[config.mk]
export PLATFORM = sky130hd
export DESIGN_NAME = fetch_sequencer
export DESIGN_NICKNAME = d
export VERILOG_FILES = /design/src/rtl/fetch_sequencer.sv
export SDC_FILE = /design/constraint.sdc
export NUM_CORES = 1
export LEC_CHECK = 0
export CORE_AREA = 4 4 138 140
export DETAILED_ROUTE_END_ITERATION = 12
export DIE_AREA = 0 0 142 144
export PLACE_DENSITY = 0.43
export REMOVE_ABC_BUFFERS = 1
export SLEW_MARGIN = 0
export SYNTH_ARGS = -nofsm -noshare
export SYNTH_HDL_FRONTEND = slang
export SYNTH_SLANG_ARGS = --single-unit
[constraint.sdc]
create_clock -name clk -period 2 [get_ports clk]
set_input_delay 0.3 -clock clk [delete_from_list [all_inputs] [get_ports clk]]
set_output_delay 0.3 -clock clk [all_outputs]
set_load 0.01 [all_outputs]
[src/rtl/fetch_sequencer.sv]
// fetch_sequencer: owns the fetch PC, issues req/ready fetches to imem and buffers one instruction for decode
module fetch_sequencer #(
  parameter logic [15:0] RESET_PC   = 16'h0000,
  parameter logic [3:0]  HLT_OPCODE = 4'hF
) (
  input  logic        clk,
  input  logic        rst_n,
  input  logic        i_redirect_valid,
  input  logic [15:0] i_redirect_pc,
  input  logic        i_if_ack,
  input  logic        i_imem_ready,
  input  logic [15:0] i_imem_data,
  output logic        o_imem_req,
  output logic [15:0] o_imem_addr,
  output logic        o_if_valid,
  output logic [15:0] o_if_instr,
  output logic [15:0] o_if_pc,
  output logic [15:0] o_if_pc_plus_two,
  output logic        o_halted
);
  typedef enum logic [1:0] {S_IDLE, S_WAIT, S_SQUASH, S_HALT} state_t;
  state_t      r_state, w_next;
  logic [15:0] r_pc, r_req_addr, r_if_instr, r_if_pc, r_if_pc_plus_two;
  logic        r_if_valid;
  logic [15:0] w_redirect_pc, w_addr;
  logic        w_can_issue, w_issue, w_cap, w_hlt, w_flush;
  assign w_redirect_pc = {i_redirect_pc[15:1], 1'b0};
  assign w_can_issue   = !r_if_valid || i_if_ack;
  assign w_issue       = (r_state == S_IDLE) && !i_redirect_valid && w_can_issue;
  assign w_cap         = i_imem_ready && (w_issue || ((r_state == S_WAIT) && !i_redirect_valid));
  assign w_hlt         = w_cap && (i_imem_data[15:12] == HLT_OPCODE);
  assign w_flush       = i_redirect_valid && (r_state != S_SQUASH);
  // state register; reset abandons any outstanding request
  always_ff @(posedge clk or negedge rst_n) begin
    if (!rst_n) r_state <= S_IDLE;
    else        r_state <= w_next;
  end
  // next-state: a redirect during an outstanding fetch must still wait out imem_ready
  always_comb begin
    w_next = r_state;
    case (r_state)
      S_IDLE:   w_next = w_issue ? (i_imem_ready ? (w_hlt ? S_HALT : S_IDLE) : S_WAIT) : S_IDLE;
      S_WAIT:   w_next = i_imem_ready ? (w_hlt ? S_HALT : S_IDLE) : (i_redirect_valid ? S_SQUASH : S_WAIT);
      S_SQUASH: w_next = i_imem_ready ? S_IDLE : S_SQUASH;
      S_HALT:   w_next = i_redirect_valid ? S_IDLE : S_HALT;
      default:  w_next = S_IDLE;
    endcase
  end
  // outputs: request held at req_addr while a fetch is outstanding, suppressed during reset
  always_comb begin
    w_addr      = (r_state == S_IDLE) ? r_pc : r_req_addr;
    o_imem_addr = w_addr;
    o_imem_req  = rst_n && (w_issue || (r_state == S_WAIT) || (r_state == S_SQUASH));
    o_halted    = (r_state == S_HALT);
  end
  // fetch PC: redirect wins, a HLT parks the PC on itself, otherwise advance on issue
  always_ff @(posedge clk or negedge rst_n) begin
    if (!rst_n) begin
      r_pc       <= RESET_PC;
      r_req_addr <= 16'h0000;
    end else begin
      r_pc       <= i_redirect_valid ? w_redirect_pc : w_hlt ? w_addr : w_issue ? r_pc + 16'd2 : r_pc;
      r_req_addr <= w_issue ? r_pc : r_req_addr;
    end
  end
  // single-entry buffer: flush beats refill beats ack
  always_ff @(posedge clk or negedge rst_n) begin
    if (!rst_n) begin
      r_if_valid       <= 1'b0;
      r_if_instr       <= 16'h0000;
      r_if_pc          <= 16'h0000;
      r_if_pc_plus_two <= 16'h0002;
    end else if (w_flush) begin
      r_if_valid <= 1'b0;
    end else if (w_cap) begin
      r_if_valid       <= 1'b1;
      r_if_instr       <= i_imem_data;
      r_if_pc          <= w_addr;
      r_if_pc_plus_two <= w_addr + 16'd2;
    end else if (i_if_ack) begin
      r_if_valid <= 1'b0;
    end
  end
  assign o_if_valid       = r_if_valid;
  assign o_if_instr       = r_if_instr;
  assign o_if_pc          = r_if_pc;
  assign o_if_pc_plus_two = r_if_pc_plus_two;
endmodule

==> metrics, run 1 <==
Hold Vio Cnt, Final=0; Seq/Total Area, Yosys=49.0%; Detail Route Antenna Nets=0; Worst Hold Slack=43.4 ps; most frequent cells in the layout=nand2_1, buf_4, clkdlybuf4s50_1; Initial Utilization=between 20% and 30%; Seq cells post-synth=82; failing checks=negative setup slack; Final Max Slew Viols=0; CP required=2230 ps; RSZ-0062 raised after global routing=true; Cell Rows=49; Crit Path Category=register to register; Final Cycle Share=106%; yosys warns=0; initial antenna violation count=0; Switching Share=33.8%; Synth cell types=between 50 and 60; Comb power frac=roughly 46%; Final Power=7.59 mW; drt drc=0; wire length on met3=roughly 950 um; Maximum Capacitance Violations=0; crit-path max cell delay=between 400 and 500 ps; number of DRC markers in iteration 0=276; # setup viols final=28; slew margin rel.=between 60 and 70%; Cell Area, Synth=4190 um^2; share of cells above drive strength 1=33.7%; clock share of power=20.3%; Post-CTS Hold Buffers=0; power share of the sequential group=between 30% and 40%; leakage=3.12 nW; CTS tree=built; placed cells=827; CP arrival=2340 ps; status=finished with violations; CTS Buf Count=9; die area=20,400 um^2; share of flip-flops with an asynchronous set or reset=100%; global-route wire length before repair=approximately 23 mm; clock tree buffer depth=2; cell internal pwr=5.03 mW; clk slew on worst S/H paths=60 ps; Avg Cell Area, Syn=9.33 um^2; H-tree depth=3; die height=144 um; WL met1=6.88 mm; number of synthesized flops with an enable pin=0; CP top delay family=simple AND/OR/NAND/NOR gates; maximum fanout along the worst path=6; Gate Count Post-Synth=approximately 450; fin crit period=2110 ps; PortBufs=102; Met2 Routed Length=7.09 mm; Via Count=4,083; top layer in use=met4; hold crit path type=input pin to asynchronous set/reset pin; Nets=just under 700; Psw=2.56 mW; Power Dens Cells=1080 nW/um^2; Worst Skew=~8.7 ps; crit path capture type=register; top_reg_cell synth=dfrtp_1; Syn-to-layout area delta=67.9%; width of the die=142 um; clk_lat worst skew=between 300 and 400 ps; commonest non-fill, non-tap cell in the layout=nand2_1; vias in the first global route=4,074; Setup crit start kind=register; boundary pin count=104; Max Fclk=474 MHz; Crit-path slowest cell=dfrtp_2; Layout Cells excl Fill=884; Total Wirelength=15.2 mm; Worst Tran Pin Value=467 ps; WL/cell=roughly 17 um; via/cell ratio=4.62; CTS Sinks=82; largest net degree at the start of global routing=83; crit path cell chain=buf_12, or3b_4, a222oi_1, buf_4, nand4_1, xnor2_1, o21ai_1; Crit path buffers/inverters=2; length of the first detailed-routing pass in iterations=5; grt ovf=0; HPWL Detailed=10.3 mm; clk root buf=clkbuf_16; ANT cells=0; Tot GR Track Use=14.8%; Worst Slack Setup Final=-110 ps; GPL Wtd Cong=0.874; Core Area=~18,000 um^2; worst vdd ir=approximately 460 uV
[registers in the layout, indices dropped and copies added (netlist names)]
register,cells
r_state,2
o_if_pc_plus_two,16
o_if_instr,16
r_pc,16
r_req_addr,16
o_if_valid,1
o_if_pc,15
[path summary, 6_finish.rpt]
check / startpoint / to / slack [ps] / cells past startpoint
worst max-delay path: r_state[1] / o_if_pc_plus_two[10] / -110 / 7
worst min-delay path: rst_n / o_if_pc_plus_two[5] / 40 / 2
worst max register to register: r_state[1] / o_if_pc_plus_two[10] / -110 / 7
worst min register to register: o_if_instr[10] / o_if_instr[10] / 470 / 2
max in group asynchronous: rst_n / r_state[0] / 1580 / 2
min in group clk: o_if_instr[10] / o_if_instr[10] / 470 / 2
[logic make-up (layout without fill, tap and decap cells)]
group | Yosys count | in the layout | share of synthesized area (%)
xor+xnor | 17 | 17 | 3.56
buf+inv | 41 | 247 | 4.42
fa+ha+maj | 2 | 2 | 0.597
mux | 28 | 28 | 7.26
flops | 82 | 82 | 49.0
simple gates | 186 | 186 | 21.0
compound gates | 93 | 93 | 14.1
[routing by layer]
metal  track usage [%]  vias to the layer above
met4              5.15                        0
met1              20.0                     1962
li1                  -                     1973
met3              3.44                       20
met5                 0                        -
met2              23.5                      128
[power by group through the flow]
stage | Sequential, mW | Clock (mW) | Combinational, mW
2_1_floorplan | 2.62 | 0 | 1.00
3_3_place_gp | 2.49 | 0 | 2.87
3_5_place_dp | 2.51 | 0 | 2.87
4_1_cts | 2.51 | 1.61 | 3.19
5_1_grt | 2.61 | 1.66 | 3.79
6_report | 2.54 | 1.54 | 3.52
[cells in the mapped netlist, drive strengths merged (2+ instances only)]
master,count,area (um^2)
and4,2,17.5
xnor2,11,96.3
or3b,3,28.8
nor2b,2,12.5
buf,15,87.6
a221o,2,20.0
o31ai,2,15.0
nand2,110,413
a22oi,6,45.0
o211ai,6,45.0
nand4bb,4,45.0
clkbuf,13,48.8
mux2,19,214
a21oi,21,105
o21a,2,15.0
inv,13,48.8
and3,6,37.5
a21boi,3,22.5
a31oi,5,31.3
nor3b,3,22.5
nand2b,2,12.5
dfrtp,81,2030
nor3,3,20.0
ha,2,25.0
nand3,14,70.1
nand3b,2,15.0
a222oi,3,30.0
o22ai,2,12.5
mux2i,9,90.1
nand4,10,62.6
o21ai,31,163
a2bb2oi,3,26.3
xor2,6,52.6
nor2,19,76.3
[metrics by stage]
stage	utilization (%)	setup slack [ps]	setup TNS (ps)	area [um^2]
floorplan	-	-484	-19910	4050
global placement	33.3	-321	-4610	5950
detailed placement	33.3	-350	-4900	5950
CTS	37.0	-89.2	-1020	6610
global route	39.4	-229	-3910	7030
finish	39.4	-110	-1460	7030
[area by class of cell]
type / count / area (um^2)
clock buffer: 13 / 250
clock inverter: 3 / 17.5
fill: 1764 / 10800
inverter: 13 / 48.8
multi-input combinational: 326 / 2300
sequential: 82 / 2060
tap: 229 / 287
timing repair buffer: 218 / 2070
[timing repair]
action                     4_1_cts  5_1_grt
gates resized for setup        111       80
setup buffers                   26       16
setup endpoints to repair       38       37
pin swaps                        5       35
hold endpoints to repair         0        0
cloned                           1        1
No activity file was read; power rests on OpenSTA's default activity.
==> run 2: changes to the inputs <==
Settings changed: CORE_AREA 4 4 138 140 to 4 4 105 182, DIE_AREA 0 0 142 144 to 0 0 109 186, PLACE_DENSITY 0.43 to 0.45, SKIP_CTS_REPAIR_TIMING from default to 1.
==> metrics, run 2 (synthesis results as in run 1) <==
status=finished with violations; failing checks=negative setup slack; CP arrival=1850 ps (-490 ps); Worst Tran Pin Value=481 ps (+14.1 ps); boundary pin count=104 (unchanged); Worst Skew=11.7 ps (+2.92 ps); Final Max Slew Viols=0 (unchanged); Via Count=3,981 (-2.5%); commonest non-fill, non-tap cell in the layout=nand2_1; Nets=666 (-3.3%); largest net degree at the start of global routing=83 (unchanged); CTS Buf Count=9 (unchanged); HPWL Detailed=10.4 mm (+1.2%); WL/cell=17.4 um (+1.3%); reg2reg end=o_if_pc_plus_two[15]; clk root buf=clkbuf_16; Cell Rows=64 (+31%); worst reg2reg path depth=8 (+1); fillers=1,762 (-0.11%); number of DRC markers in iteration 0=179 (-35%); vias in the first global route=4,000 (-1.8%); Fin Setup TNS=-1700 ps (-246 ps); reg2reg setup slack=-110 ps (about the same); GPL Wtd Cong=0.801 (-8.4%); CP required=1700 ps (-530 ps); via/cell ratio=4.61 (-0.13%); Final Power=7.64 mW (+0.68%); slew margin rel.=67.9% (-0.94 points); crit path capture type=output pin; Worst Slack Setup Final=-151 ps (-40.7 ps); Setup crit start kind=register; global-route wire length before repair=22.0 mm (-4.8%); clk slew on worst S/H paths=70 ps (about the same); initial antenna violation count=0 (unchanged); share of cells above drive strength 1=28.5% (-5.3 points); grt ovf=0 (unchanged); fin crit period=2150 ps (+40.7 ps); Syn-to-layout area delta=62.9%; Crit Path Category=register to output pin; most frequent cells in the layout=nand2_1, clkdlybuf4s50_1, dfrtp_1; Total Wirelength=15.0 mm (-1.2%); die height=186 um (+29%); r2r startpoint=r_state[0]; ANT cells=0 (unchanged); Max Fclk=465 MHz (-1.9%); CTS Sinks=82 (unchanged); worst vdd ir=397 uV (-13%); Power Dens Cells=1120 nW/um^2 (+3.8%); Maximum Capacitance Violations=0 (unchanged); clk_lat worst skew=350 ps (about the same); drt drc=0 (unchanged); # setup viols final=28 (unchanged); hold crit path type=input pin to asynchronous set/reset pin; Detail Route Antenna Nets=0 (unchanged); Core Area=17,500 um^2 (-1.7%); maximum fanout along the worst path=7 (+1); die area=20,300 um^2 (-0.85%); Hold Vio Cnt, Final=0 (unchanged); length of the first detailed-routing pass in iterations=4 (-1); Final Cycle Share=108% (+2.0 points); Initial Utilization=23.9% (+0.41 points); width of the die=109 um (-23%); Tot GR Track Use=14.3% (-0.50 points); CTS tree=built; PortBufs=102 (unchanged); CP startpoint=r_state[0]; leakage=3.08 nW (-1.5%); clock tree buffer depth=2 (unchanged); H-tree depth=3 (unchanged); CP endpoint=o_imem_addr[13]; RSZ-0062 raised after global routing=true
-- run 2: changes by cell type in the layout (fill, tap and decap cells not counted), moves of 4 or more --
cell | previous run | this run
a21oi_2 | 4 | 0
buf_2 | 7 | 2
buf_4 | 88 | 76
clkbuf_2 | 0 | 6
dlymetal6s2s_1 | 1 | 8
buf_6 | 29 | 6
a21oi_1 | 17 | 21
-- run 2: report_power, final --
group	internal [mW]	switching [mW]	total, mW	leakage, nW
Clock	1.26	0.682	1.94	0.167
Combinational	1.78	1.42	3.20	1.90
Sequential	2.14	0.359	2.50	1.01
Total	5.18	2.46	7.64	3.08
-- run 2: layer usage --
layer / up-vias / wire [um] / GRT usage (%)
li1: 1929 / - / -
met1: 1949 / 5700 / 16.5
met2: 86 / 8330 / 26.4
met3: 17 / 566 / 2.08
met4: 0 / 403 / 5.21
met5: - / 0 / 0
-- run 2: worst min path at each step --
stage	from	endpoint	slack [ps]	depth (start not counted)
after global routing	rst_n	o_if_pc_plus_two[10]	90	2
after CTS	rst_n	r_req_addr[14]	80	2
final	rst_n	o_if_pc_plus_two[10]	30	2
after floorplan	rst_n	o_if_instr[0]	4	0
after detailed placement	rst_n	o_if_pc_plus_two[10]	450	2
after global placement	rst_n	o_if_pc_plus_two[10]	450	2
-- run 2: area by class of cell --
cell class	count	area, um^2	share of cell area (%)
Multi-Input combinational cell	326	2180	31.9
Clock buffer	12	246	3.61
Inverter	13	48.8	0.715
Timing Repair Buffer	195	1900	27.9
Tap cell	231	289	4.24
Clock inverter	4	98.8	1.45
Sequential cell	82	2060	30.1
-- run 2: metrics by stage --
step,instance area (um^2),hold slack [ps],utilization (%),setup slack (ps),std cells
floorplan,4050,4.41,-,-484,421
global placement,5990,448,34.2,-268,830
detailed placement,5990,451,34.2,-270,830
CTS,6340,83.3,36.2,-522,846
global route,6820,90.8,38.9,-223,863
finish,6820,34.1,38.9,-151,863
-- run 2: critical path: stages (launching register included) --
cell	delay (ps)
dfrtp_2	440
buf_12	150
buf_12	120
nor2_4	130
buf_8	160
mux2i_2	240
inv_1	90
dlymetal6s2s_1	180
